`src/rtl/fifo_rd_packer_pkg.sv`:
```
// Shared types and constants for the FIFO read packer.
package fifo_rd_packer_pkg;

  typedef enum logic [1:0] {
    FILL  = 2'd0,
    DRAIN = 2'd1,
    HOLD  = 2'd2
  } state_t;

  localparam int unsigned DEF_DATA_WIDTH = 8;
  localparam int unsigned DEF_PACK_RATIO = 4;

  // Counters must reach PACK_RATIO itself, hence one extra bit.
  function automatic int unsigned cnt_width(input int unsigned ratio);
    return $clog2(ratio) + 1;
  endfunction

endpackage

```
`src/rtl/pack_out_slot.sv`:
```
// Valid/ready output holding register; a load wins over a same-edge pop.
// Optional lane-valid mask when PACKER_FLUSH_EN is defined.
module pack_out_slot #(
  parameter int unsigned WIDTH = 32
`ifdef PACKER_FLUSH_EN
  , parameter int unsigned KEEP_W = 4
`endif
) (
  input  logic              clk,
  input  logic              rst_n,
  input  logic              load,
  input  logic [WIDTH-1:0]  load_data,
`ifdef PACKER_FLUSH_EN
  input  logic [KEEP_W-1:0] load_keep,
  output logic [KEEP_W-1:0] m_keep,
`endif
  input  logic              m_ready,
  output logic              m_valid,
  output logic [WIDTH-1:0]  m_data
);

  always_ff @(posedge clk or negedge rst_n) begin
    if (!rst_n) begin
      m_valid <= 1'b0;
      m_data  <= '0;
`ifdef PACKER_FLUSH_EN
      m_keep  <= '0;
`endif
    end else if (load) begin
      m_valid <= 1'b1;
      m_data  <= load_data;
`ifdef PACKER_FLUSH_EN
      m_keep  <= load_keep;
`endif
    end else if (m_valid && m_ready) begin
      m_valid <= 1'b0;
    end
  end

endmodule

```
`src/rtl/fifo_rd_packer.sv`:
```
// Drains a narrow FIFO and packs PACK_RATIO words into one valid/ready word.
// PACKER_FLUSH_EN adds flush/m_keep for emitting partial words.
module fifo_rd_packer
  import fifo_rd_packer_pkg::*;
#(
  parameter int unsigned DATA_WIDTH = DEF_DATA_WIDTH,
  parameter int unsigned PACK_RATIO = DEF_PACK_RATIO
) (
  input  logic                             clk,
  input  logic                             rst_n,
  input  logic                             fifo_empty,
  input  logic [DATA_WIDTH-1:0]            fifo_data,
  output logic                             fifo_rd_en,
`ifdef PACKER_FLUSH_EN
  input  logic                             flush,
  output logic [PACK_RATIO-1:0]            m_keep,
`endif
  output logic                             m_valid,
  input  logic                             m_ready,
  output logic [DATA_WIDTH*PACK_RATIO-1:0] m_data
);

  localparam int unsigned CW = cnt_width(PACK_RATIO);
  localparam logic [CW-1:0] FULL = CW'(PACK_RATIO);
  localparam logic [CW-1:0] LAST = CW'(PACK_RATIO - 1);

  state_t                               state;
  logic [CW-1:0]                        rd_issued;
  logic [CW-1:0]                        lanes_cap;
  logic                                 in_flight;
  logic [PACK_RATIO-1:0][DATA_WIDTH-1:0] acc;

  logic                                 slot_free;
  logic                                 flush_go;
  logic                                 load;
  logic [PACK_RATIO-1:0][DATA_WIDTH-1:0] acc_cap;
  logic [PACK_RATIO-1:0][DATA_WIDTH-1:0] load_data;
  logic [PACK_RATIO-1:0]                load_keep;

  // Read request, capture merge and slot-load decode.
  always_comb begin
    slot_free = !m_valid || m_ready;
    acc_cap   = acc;
    if (in_flight) begin
      for (int unsigned i = 0; i < PACK_RATIO; i++) begin
        if (CW'(i) == lanes_cap) acc_cap[i] = fifo_data;
      end
    end

`ifdef PACKER_FLUSH_EN
    flush_go = (state == FILL) && flush && (lanes_cap != '0) && !in_flight && slot_free;
`else
    flush_go = 1'b0;
`endif

    fifo_rd_en = rst_n && !fifo_empty && (rd_issued < FULL) && (state != HOLD) && !flush_go;

    load = flush_go
        || ((state == DRAIN) && in_flight && slot_free)
        || ((state == HOLD) && slot_free);

    load_data = acc_cap;
    load_keep = '1;
    if (flush_go) begin
      for (int unsigned i = 0; i < PACK_RATIO; i++) begin
        if (CW'(i) >= lanes_cap) begin
          load_data[i] = '0;
          load_keep[i] = 1'b0;
        end
      end
    end
  end

  always_ff @(posedge clk or negedge rst_n) begin
    if (!rst_n) begin
      state     <= FILL;
      rd_issued <= '0;
      lanes_cap <= '0;
      in_flight <= 1'b0;
      acc       <= '0;
    end else begin
      in_flight <= fifo_rd_en;
      if (fifo_rd_en) rd_issued <= rd_issued + CW'(1);
      if (in_flight) begin
        acc       <= acc_cap;
        lanes_cap <= lanes_cap + CW'(1);
      end

      case (state)
        FILL: begin
          if (flush_go) begin
            rd_issued <= '0;
            lanes_cap <= '0;
          end else if (fifo_rd_en && (rd_issued == LAST)) begin
            state <= DRAIN;
          end
        end
        DRAIN: begin
          if (in_flight) begin
            if (slot_free) begin
              rd_issued <= '0;
              lanes_cap <= '0;
              state     <= FILL;
            end else begin
              state <= HOLD;
            end
          end
        end
        HOLD: begin
          if (slot_free) begin
            rd_issued <= '0;
            lanes_cap <= '0;
            state     <= FILL;
          end
        end
        default: state <= FILL;
      endcase
    end
  end

  pack_out_slot #(
    .WIDTH (DATA_WIDTH * PACK_RATIO)
`ifdef PACKER_FLUSH_EN
    , .KEEP_W (PACK_RATIO)
`endif
  ) u_slot (
    .clk       (clk),
    .rst_n     (rst_n),
    .load      (load),
    .load_data (load_data),
`ifdef PACKER_FLUSH_EN
    .load_keep (load_keep),
    .m_keep    (m_keep),
`endif
    .m_ready   (m_ready),
    .m_valid   (m_valid),
    .m_data    (m_data)
  );

endmodule

```
`config.mk`:
```
export PLATFORM = sky130hd
export DESIGN_NAME = fifo_rd_packer
export DESIGN_NICKNAME = d
export VERILOG_FILES = /design/src/rtl/fifo_rd_packer_pkg.sv /design/src/rtl/pack_out_slot.sv /design/src/rtl/fifo_rd_packer.sv
export SDC_FILE = /design/constraint.sdc
export NUM_CORES = 1
export LEC_CHECK = 0
export ABC_AREA = 1
export CAP_MARGIN = 25
export CORE_MARGIN = 5
export CORE_UTILIZATION = 50
export DETAILED_ROUTE_END_ITERATION = 8
export HOLD_SLACK_MARGIN = 0.03
export PLACE_DENSITY = 0.74
export SLEW_MARGIN = 30
export SYNTH_ARGS = -nofsm -noshare
export SYNTH_HDL_FRONTEND = slang
export SYNTH_HIERARCHICAL = 1
export SYNTH_SLANG_ARGS = --single-unit
```
`constraint.sdc`:
```
create_clock -name clk -period 3.15 [get_ports clk]
set_input_delay 0.315 -clock clk [delete_from_list [all_inputs] [get_ports clk]]
set_output_delay 0.315 -clock clk [all_outputs]
set_load 0.01 [all_outputs]
```
==> impl_metrics.tcl <==
set metrics [dict create \
    dr.first_iter.drc_count 131 \
    power_density_nw_per_um2 499 \
    start_kind "primary input" \
    grt_pass1_wl_um 11300 \
    netlist_instances 368 \
    rsz0062_at_grt "no" \
    fp.dieH_um 92.4 \
    p_switching_w 0.000435 \
    clock-root-buffer "clkbuf_8" \
    crit_path_top_delay_cell "clkdlybuf4s50_1" \
    min_period_over_period_pct 73.7 \
    comb_power_share_pct 7.3 \
    die_area_um2 8530 \
    wirelength_um 6550 \
    layout.nets 433 \
    swShare_pct 21.7 \
    drc_errors 0 \
    cap_violations 0 \
    period_needed_ns 2.32 \
    coreArea_um2 6680 \
    ys_seq_elements 74 \
    power_w 0.00201 \
    detail_route.vias_per_cell 5.00 \
    worstPathArrival_ns 2.01 \
    grt_max_degree 73 \
    layout_commonest_cell "nand2_1" \
    pwr-share-clk_pct 43.2 \
    htreeDepth 3 \
    p_int_w 0.00157 \
    rows 30 \
    crit_path_cell_trace "dlygate4sd3_1 > buf_2 > inv_1 > nor2_1 > nand2_1 > inv_1 > clkdlybuf4s50_1" \
    crit_required_ns 2.83 \
    num_io_pins 46 \
    cts_made_buffers 9 \
    relSlewSlack_pct 57.6 \
    fin_ws_ns 0.829 \
    hold_class "primary input to asynchronous set/reset pin" \
    synth.area.top_cells "dfrtp_1 (55%), nand2_1 (15%), o21ai_1 (6.1%)" \
    most-common-layout-cells "nand2_1 (140), dfrtp_1 (74), clkdlybuf4s50_1 (44), o21ai_1 (41), inv_1 (26)" \
    avgSynthCellArea_um2 9.21 \
    start_util_pct 50.7 \
    worst_pin_slew_ns 0.636 \
    wire_per_inst_um 13.2 \
    critical_path.most_common_cell "inv_1" \
    fin_setup_tns_ns 0 \
    seq_area_frac_synth_pct 54.6 \
    vias 2479 \
    antenna_found_initial 0 \
    dieWidth_um 92.4 \
    fin_cells 496 \
    gp_congestion 0.803 \
    yosysWarnings 6 \
    pre_cts_slack_ns 1.18 \
    end_kind "primary output" \
    hold_violations 0 \
    syn_nets 390 \
    grt_pass1_vias 2490 \
    io_buffers 45 \
    areaGrowthSynthToFinish_pct 18.5 \
    status "finished, final reports clean" \
    cp_max_fo 4 \
    synthesis.area_um2 3390 \
    worstSetupPathType "primary input to primary output" \
    fmax_mhz 431 \
    setup_viol 0 \
    yosysTopAreaCellShare_pct 54.6 \
    cts_tree "built" \
    ys_types 24 \
    drt_first_pass_iters 4 \
    final_antenna_net_count 0 \
    grt_overflow 0 \
    synth_area_leader_cell "dfrtp_1" \
    placed_cells 479 \
    dpl.hpwl_um 4390 \
    maxSlewViolCount 0 \
    drive_gt1_share_pct 10.3 \
    antenna_cells 0 \
    cts_buffer_depth 2 \
    post_cts_resize_count 0 \
    clk_pin_slew_ns 0.08 \
    slowest_delay_ns 0.54 \
    clk_latency_ns 0.34 \
    cellLeakagePower_nw 1.97 \
    finalClockSkew_ns 0.00737 \
    gr-usage-all-layers_pct 16.7 \
    p_seq_share_pct 49.5 \
    peakVddDrop_mv 0.280 \
    numClockSinks 74 \
]
-- per-stage QoR --
step / hold slack (ns) / utilization, % / cell area, um^2
2_1_floorplan: 0.0194 / - / 3390
3_5_place_dp: 0.143 / 56.4 / 3770
3_3_place_gp: 0.142 / 56.4 / 3770
4_1_cts: 0.300 / 60.1 / 4010
5_1_grt: 0.322 / 60.1 / 4020
6_report: 0.327 / 60.1 / 4020
-- registers in the layout, indices dropped and copies added (netlist names) --
signal	cells
lanes_cap	3
rd_issued	3
in_flight	1
u_slot/m_data	32
acc	32
u_slot/m_valid	1
state	2
-- routing by layer --
layer / part of all wire, % / GRT usage [%]
met1: 46 / 20.4
met2: 49 / 28.9
met3: 2.9 / 2.68
met4: 2.0 / 7.80
met5: 0 / 0
-- cells in the mapped netlist --
library cell / n
a21oi_1: 3
buf_12: 1
buf_2: 1
buf_6: 10
clkbuf_2: 1
clkbuf_8: 3
dfrtp_1: 74
ha_1: 10
inv_1: 26
inv_2: 2
inv_8: 1
nand2_1: 140
nand2_2: 9
nand2_4: 2
nand3_1: 5
nand3_4: 3
nand3b_1: 1
nand4_1: 1
nand4_2: 1
nor2_1: 8
o21ai_0: 17
o21ai_1: 41
o21ai_2: 7
xor2_1: 1
-- power groups by stage --
stage	logic, W	registers, W	clock network [W]
finish	0.000146	0.000994	0.000866
global route	0.000163	0.000997	0.000920
CTS	0.000149	0.000994	0.000884
detailed placement	0.000148	0.00101	0
global placement	0.000144	0.00101	0
floorplan	0.0000463	0.00102	0
-- area by class of cell --
class	instances	area, um^2
tap	80	100
multi-input combinational	249	1240
timing repair buffer	48	474
sequential	74	1850
clock inverter	5	103
inverter	29	116
clock buffer	11	131
fill	578	2660
-- worst paths after layout --
kind	start	end	slack [ns]	cells past startpoint
hold / removal	rst_n	u_slot/m_data[13]	0.33	2
max in group asynchronous	rst_n	u_slot/m_data[26]	1.98	3
min in group clk	u_slot/m_data[10]	u_slot/m_data[10]	0.47	2
setup / recovery	rst_n	fifo_rd_en	0.83	7
hold reg to reg	u_slot/m_data[10]	u_slot/m_data[10]	0.47	2
setup reg to reg	in_flight	u_slot/m_data[18]	1.37	6
-- timing repair --
item	CTS	global route
hold buffers	1	0
endpoints found under the setup margin	0	0
hold endpoints to repair	2	0
buffers inserted	0	0
-- critical path, delay by kind of cell --
kind                   cells  cell delay (ns)
buffers and inverters      5             1.43
AND/OR/NAND/NOR            2             0.25
-- cells by family after synthesis --
family / after synthesis / synth area share, %
and+or+nand+nor: 170 / 21.8
DFF: 74 / 54.6
xor gates and xnor gates: 1 / 0.258
adders and majority gates: 10 / 3.69
buffers and inverters: 45 / 8.86
AOI/OAI and AO/OA: 68 / 10.8
Note: power is estimated with default switching activity, not from simulation.
==> RTL change: new RTL, config.mk and constraints unchanged <==
The option `PACKER_FLUSH_EN` is turned on by a define.
--- a/src/rtl/pack_out_slot.sv
+++ b/src/rtl/pack_out_slot.sv
@@ -1,5 +1,7 @@
 // Valid/ready output holding register; a load wins over a same-edge pop.
 // Optional lane-valid mask when PACKER_FLUSH_EN is defined.
+`define PACKER_FLUSH_EN
+
 module pack_out_slot #(
   parameter int unsigned WIDTH = 32
 `ifdef PACKER_FLUSH_EN
Interface: changed (added flush and m_keep); port bits go from 46 to 51. The function was not compared with the original's and may differ.
==> RTL change against the original RTL <==
  * Largest cell class unchanged
  * Cell count grew 21%
  * First-iteration DRC count shrank 11%
  * Register-to-register slack got worse by 330 ps
  * Global-route usage up 1.4 points
  * Clock skew rose by 1.1 ps
  * Highest routed layer unchanged
  * Wire length up 12%
  * Worst setup slack got worse by 230 ps
  * Cell area rose by 7.3%
  * Sequential cell count is 4 higher
  * Area after synthesis grew 5.6%
Power is not compared: it rests on default switching activity, and its combinational part moved more than twofold at a synthesized area within 25%.
==> RTL change: results (changes against the original RTL) <==
[detailed_routing]
vias_per_cell=4.580  ; -8.4%

[timing]
fmax_mhz=392.0  ; -9.0%

[place]
gp_congestion=0.7565  ; -5.7%
dp_hpwl_um=5055  ; +15%
io_buffers=50  ; +11%

[global_routing]
grt_max_degree=79  ; +8.2%
grt_pass1_vias=2740  ; +10%
grtUsageMet3_pct=3.187  ; +0.51 points
grt_pass1_wl_um=12710  ; +13%
met2_usage_pct=31.12  ; +2.2 points

[yosys]
ys_seq_area_share_pct=54.51  ; -0.11 points
synth_top_area_share_pct=54.51  ; -0.11 points
synth_fp_nets=466  ; +19%
synthAdderAreaFrac_pct=1.747  ; -1.9 points

[final_layout]
buffers=53  ; +10%
inverters=89  ; +210%
reg_top3=acc: 32 flops, u_slot/m_data: 32 flops, u_slot/m_keep: 4 flops
clock_area_share_pct=4.383  ; -1.4 points
regArea_um2=1952  ; +5.4%
layout.nets=518  ; +20%
drive_gt1_share_pct=8.135  ; -2.2 points
nFillCells=613  ; +6.1%
multi_input_area_share_pct=27.46  ; -3.4 points

[critical_path]
r2r-end=u_slot/m_data[0]
r2r_slack_ps=1040  ; -330 ps

[outcome]
status=completed

[clock_tree]
cts.sinks=78  ; +5.4%

[RTL change: cell count changes after synthesis, sizes merged, moves of 5 or more]
cell / unedited run / this run
ha: 10 / 5
nand3: 8 / 3
nand2: 151 / 176
nor2: 8 / 43
o21ai: 65 / 35
inv: 29 / 89
[RTL change: per-stage QoR]
stage	area (um2)	hold WS [ps]	util, %	power (mW)	std cells
6_report	4310	100.4	62.75	1.779	600
3_3_place_gp	4118	453.2	59.95	1.070	585
3_5_place_dp	4118	457.6	59.95	1.069	585
5_1_grt	4310	167.0	62.75	1.844	600
2_1_floorplan	3581	19.41	-	1.025	448
4_1_cts	4307	279.9	62.70	1.791	600
[RTL change: layer usage]
layer	vias up	routed length, um	part of all wire, %
li1	1415	-	-
met3	7	396	5.4
met1	1275	3262	44
met2	51	3619	49
met5	-	0	0
met4	0	71	0.97
